==> config.mk <==
export PLATFORM = sky130hd
export DESIGN_NAME = alu_mul_seq_flat
export DESIGN_NICKNAME = d
export VERILOG_FILES = /design/src/rtl/alu_mul_seq_if.sv /design/src/rtl/alu_mul_seq.sv /design/src/flat_wrapper.sv
export SDC_FILE = /design/constraint.sdc
export NUM_CORES = 1
export LEC_CHECK = 0
export CORE_MARGIN = 2
export CORE_UTILIZATION = 50
export DETAILED_ROUTE_END_ITERATION = 16
export PLACE_DENSITY = 0.95
export SYNTH_ARGS = -nofsm -noshare
export SYNTH_HDL_FRONTEND = slang
export SYNTH_SLANG_ARGS = --single-unit
export TNS_END_PERCENT = 10
==> constraint.sdc <==
create_clock -name clock -period 6.8 [get_ports clock]
set_input_delay 1.36 -clock clock [delete_from_list [all_inputs] [get_ports clock]]
set_output_delay 1.36 -clock clock [all_outputs]
set_load 0.005 [all_outputs]
==> src/rtl/alu_mul_seq_if.sv <==
// rtl/alu_mul_seq_if.sv - shared-ALU request/grant and operand bus for the multiplier sequencer
interface alu_mul_seq_if;
    logic        alu_req;
    logic        alu_gnt;
    logic [31:0] alu_a;
    logic [31:0] alu_b;
    logic [3:0]  alu_aluc;
    logic [31:0] alu_res;
    logic        alu_zero;

    modport master (
        output alu_req, alu_a, alu_b, alu_aluc,
        input  alu_gnt, alu_res, alu_zero
    );

    modport slave (
        input  alu_req, alu_a, alu_b, alu_aluc,
        output alu_gnt, alu_res, alu_zero
    );
endinterface

==> src/rtl/alu_mul_seq.sv <==
// rtl/alu_mul_seq.sv - shift-add 32-bit multiplier that borrows the shared single-cycle ALU
module alu_mul_seq (
    input  logic          clock,
    input  logic          reset,
    input  logic          start,
    input  logic [31:0]   op_a,
    input  logic [31:0]   op_b,
    output logic          busy,
    output logic          done,
    output logic [31:0]   product,
    alu_mul_seq_if.master alu
);
    localparam logic [3:0] ALU_ADD = 4'b0000;
    localparam logic [3:0] ALU_SLL = 4'b0011;
    localparam logic [3:0] ALU_SRL = 4'b0111;

    typedef enum logic [2:0] {
        S_IDLE,
        S_ADD,
        S_SHL,
        S_SHR,
        S_DONE
    } state_t;

    state_t      state;
    state_t      state_nxt;
    logic [31:0] acc;
    logic [31:0] mcand;
    logic [31:0] mplier;

    always_ff @(posedge clock or posedge reset) begin
        if (reset) begin
            state <= S_IDLE;
        end else begin
            state <= state_nxt;
        end
    end

    // ALU drive depends only on registered state so the owner can arbitrate without a comb loop through alu_gnt
    always_comb begin
        state_nxt    = state;
        alu.alu_req  = 1'b0;
        alu.alu_a    = 32'd0;
        alu.alu_b    = 32'd0;
        alu.alu_aluc = ALU_ADD;
        busy         = (state != S_IDLE);
        done         = 1'b0;
        case (state)
            S_IDLE: begin
                if (start) begin
                    state_nxt = (op_b == 32'd0) ? S_DONE : S_ADD;
                end
            end
            S_ADD: begin
                alu.alu_req = 1'b1;
                alu.alu_a   = acc;
                alu.alu_b   = mcand;
                if (alu.alu_gnt) begin
                    state_nxt = S_SHL;
                end
            end
            S_SHL: begin
                alu.alu_req  = 1'b1;
                alu.alu_a    = 32'd1;
                alu.alu_b    = mcand;
                alu.alu_aluc = ALU_SLL;
                if (alu.alu_gnt) begin
                    state_nxt = S_SHR;
                end
            end
            S_SHR: begin
                alu.alu_req  = 1'b1;
                alu.alu_a    = 32'd1;
                alu.alu_b    = mplier;
                alu.alu_aluc = ALU_SRL;
                if (alu.alu_gnt) begin
                    state_nxt = alu.alu_zero ? S_DONE : S_ADD;
                end
            end
            S_DONE: begin
                done      = 1'b1;
                state_nxt = S_IDLE;
            end
            default: state_nxt = S_IDLE;
        endcase
    end

    always_ff @(posedge clock or posedge reset) begin
        if (reset) begin
            acc     <= 32'd0;
            mcand   <= 32'd0;
            mplier  <= 32'd0;
            product <= 32'd0;
        end else begin
            case (state)
                S_IDLE: begin
                    if (start) begin
                        acc    <= 32'd0;
                        mcand  <= op_a;
                        mplier <= op_b;
                    end
                end
                S_ADD: begin
                    if (alu.alu_gnt && mplier[0]) begin
                        acc <= alu.alu_res;
                    end
                end
                S_SHL: begin
                    if (alu.alu_gnt) begin
                        mcand <= alu.alu_res;
                    end
                end
                S_SHR: begin
                    if (alu.alu_gnt) begin
                        mplier <= alu.alu_res;
                    end
                end
                S_DONE: begin
                    product <= acc;
                end
                default: ;
            endcase
        end
    end
endmodule

==> src/flat_wrapper.sv <==
// flat-port wrapper written by rule: the top's interface ports become plain ports
module alu_mul_seq_flat 
  (clock, reset, start, op_a, op_b, busy, done, product, alu_alu_req, alu_alu_a, alu_alu_b, alu_alu_aluc, alu_alu_gnt, alu_alu_res, alu_alu_zero);
  alu_mul_seq_if alu_i ();
  input  logic clock;
  input  logic reset;
  input  logic start;
  input  logic [31:0] op_a;
  input  logic [31:0] op_b;
  output logic busy;
  output logic done;
  output logic [31:0] product;
  output wire logic [$bits(alu_i.alu_req)-1:0] alu_alu_req;
  output wire logic [$bits(alu_i.alu_a)-1:0] alu_alu_a;
  output wire logic [$bits(alu_i.alu_b)-1:0] alu_alu_b;
  output wire logic [$bits(alu_i.alu_aluc)-1:0] alu_alu_aluc;
  input wire logic [$bits(alu_i.alu_gnt)-1:0] alu_alu_gnt;
  input wire logic [$bits(alu_i.alu_res)-1:0] alu_alu_res;
  input wire logic [$bits(alu_i.alu_zero)-1:0] alu_alu_zero;
  assign alu_alu_req = alu_i.alu_req;
  assign alu_alu_a = alu_i.alu_a;
  assign alu_alu_b = alu_i.alu_b;
  assign alu_alu_aluc = alu_i.alu_aluc;
  assign alu_i.alu_gnt = alu_alu_gnt;
  assign alu_i.alu_res = alu_alu_res;
  assign alu_i.alu_zero = alu_alu_zero;
  alu_mul_seq u_core (.clock(clock), .reset(reset), .start(start), .op_a(op_a), .op_b(op_b), .busy(busy), .done(done), .product(product), .alu(alu_i));
endmodule
==> results.cfg <==
[floorplan]
core_um2 = 12060
fp.dieArea_um2 = 13350
io_pins = 204
start_util_pct = 51.58
die_w_um = 115.5
die_y_um = 115.5
rows = 40

[cts]
clock_latency_ps = 410
cts_htree_levels = 4
clk_pin_slew_worst_paths_ps = 60
cts_buffer_depth = 2
numCtsBuffers = 17
cts.sinks = 131
cts-root-buf = clkbuf_16
post_cts_buffers = 0
cts_tree = yes
postCtsHoldBufs = 0
post_cts_resized = 0

[yosys]
synth-seq-cells = 131
synthesis.area_um2 = 6221
synth.distinct_cells = 35
synth_top_flop_cell = dfrtp_1
netlist_top_cells_area = dfrtp_1 53%, nand2_1 9.8%, mux2_2 5.8%
yosysSeqAreaShare_pct = 52.70
synth_largest_area_cell = dfrtp_1
synth_fp_nets = 738
yosysWarningCount = 0
avgSynthCellArea_um2 = 9.766
synth_edf_count = 0
async_flop_share_pct = 100.0
syn_inst = 637
synth_top_area_share_pct = 52.70

[detailed_routing]
drtAntennaViolNets = 0
wl_met3_mm = 1.126
viasPerCell = 5.713
vias = 5684
route.detailed.drc = 0
routed_wl_mm = 18.90
first_pass_iters = 5
m1WireLength_mm = 7.891
wl_per_cell_um = 18.99
maxUsedRoutingLayer = met4
dr.first_iter.drc_count = 531
met2_length_mm = 9.218

[sta]
skew_ps = 9.212
grt_setup_unrepaired = false
hold_viol = 0
whs_ps = 481.8
fmax_ghz = 0.1884
setup_viol = 0
worst_pin_slew_ps = 1273
relSlewSlack_pct = 15.17
drv_slew = 0
post-route-period-util_pct = 78.05
setup-tns-final_ps = 0
setup_ws_ps = 1492
fin_crit_ps = 5308

[worst_setup_path]
crit_required_ps = 5440
start_kind = flip-flop
crit_fanout = 36
criticalPathCategory = reg2out
r2r_end = u_core.mplier[22]
reg2regPathDepth = 6
critPathCaptureType = output pin
ff2ff_setup_slack_ps = 3620
cp.arrival_ps = 3950
rr_startpoint = u_core.state[1]

[cells_and_area]
fin_cells = 995
area_growth_syn_to_layout_pct = 43.14
nFillCells = 806
n_antenna_cell = 0
nets = 915
layout-drive-gt1-share_pct = 10.16

[outcome]
status = completed

[power_and_ir_drop]
p_per_area_nw_per_um2 = 476.7
vdd_drop_max_mv = 0.3165
p_leak_nw = 3.818
totalPowerFinal_mw = 4.245

[placed_design]
port_buffers = 202
routabilityCongestion = 0.8815
dp_hpwl_mm = 12.97
dp_cells = 963
dp_slack_ps = 1965

[global_route]
grt_usage_pct = 29.18
grt_pass1_vias = 5574
grt_first_pass_wirelength_mm = 29.73
grt_max_degree = 77
gr-total-overflow = 0
antenna_found_initial = 0

[min_path]
holdPathStages = 2
hold_class = reg2reg
hp-start = u_core.mcand[21]
holdPathEnd = u_core.mcand[21]

[run]
max-cap-violations = 0
-- metal layers --
metal / global-route usage, % / up-vias
met5: 0 / -
met4: 12.21 / 0
met3: 4.759 / 56
met2: 46.86 / 290
met1: 39.62 / 2784
li1: - / 2554
-- metrics by stage --
step / util (%) / cell area (µm²)
final: 73.83 / 8905
after global routing: 73.83 / 8905
after CTS: 73.83 / 8905
after detailed placement: 68.69 / 8285
after global placement: 68.69 / 8285
after floorplan: - / 6221
-- worst max-delay path, stage by stage, from the launching register on --
cell and delay [ps]:
dfrtp_1 610, nor2b_4 310, nand2_1 640, inv_2 750
buf_4 460, a22o_1 230, clkdlybuf4s50_1 510
-- registers in the layout, summed over array words and instances, names as in the netlist --
signal,count
u_core.mcand,32
u_core.mplier,32
u_core.acc,32
u_core.state,3
u_core.product,32
-- synth_stat cells (2+ instances only) --
| library cell | count |
|---|---|
| o21ai_0 | 66 |
| mux2i_1 | 32 |
| nor2_1 | 33 |
| mux2_2 | 32 |
| buf_6 | 3 |
| a22o_1 | 32 |
| nand4_1 | 2 |
| buf_2 | 24 |
| and2_1 | 31 |
| nor4_1 | 8 |
| a31oi_1 | 33 |
| nand2_1 | 163 |
| clkbuf_1 | 20 |
| nor3b_2 | 2 |
| dfrtp_1 | 131 |
| inv_1 | 2 |
| buf_4 | 5 |
-- kinds of logic (layout without fill, tap and decap cells) --
family                    count (synthesis)  after routing  synth area share (%)
AOI/OAI and AO/OA                       136            136                 14.02
buffers and inverters                    55            245                 4.465
and+or+nand+nor                         249            249                 17.68
xor gates and xnor gates                  1              1                0.1408
other                                     1              1               0.06028
DFF                                     131            131                 52.70
muxes                                    64             64                 10.94
-- worst max path at each step --
stage                    startpoint       endpoint  slack, ps  cells after the start
global route        u_core.state[1]  alu_alu_b[18]       1220                      6
finish              u_core.state[1]  alu_alu_b[20]       1490                      6
global placement    u_core.state[1]  alu_alu_b[20]       2090                      6
detailed placement  u_core.state[1]  alu_alu_b[24]       1970                      6
CTS                 u_core.state[1]  alu_alu_b[20]       1500                      6
floorplan                     reset  u_core.acc[0]       1940                      1
-- report_power, final --
part           switching [mW]  leakage (nW)  total, mW  internal [mW]
registers               0.274          1.66       1.43           1.15
logic                   0.886          1.86       1.86          0.974
clock network           0.371         0.294      0.959          0.588
total                    1.53          3.82       4.25           2.71
-- final cells by class --
type / instances / area (µm²) / area share, %
Tap cell: 168 / 210.2 / 2.361
Clock buffer: 17 / 425.4 / 4.777
Inverter: 3 / 16.27 / 0.1827
Multi-Input combinational cell: 451 / 2699 / 30.31
Clock inverter: 15 / 193.9 / 2.178
Sequential cell: 131 / 3278 / 36.81
Timing Repair Buffer: 210 / 2082 / 23.38
-- placed cells by master (no fill, tap or decap), types with 2 or more instances in the layout --
master | Yosys | final
nand2_1 | 163 | 163
mux2_2 | 32 | 32
buf_4 | 5 | 8
o21ai_0 | 66 | 66
bufinv_16 | 0 | 3
inv_6 | 0 | 8
a21oi_4 | 1 | 2
nor2_1 | 33 | 33
a31oi_1 | 33 | 33
clkdlybuf4s50_1 | 0 | 202
nor3b_4 | 0 | 2
and2_1 | 31 | 31
clkbuf_16 | 0 | 17
clkinvlp_4 | 0 | 3
nand4_1 | 2 | 2
a22o_1 | 32 | 32
dfrtp_1 | 131 | 131
nor4_1 | 8 | 8
mux2i_1 | 32 | 32
(Power assumes the default switching activity.)
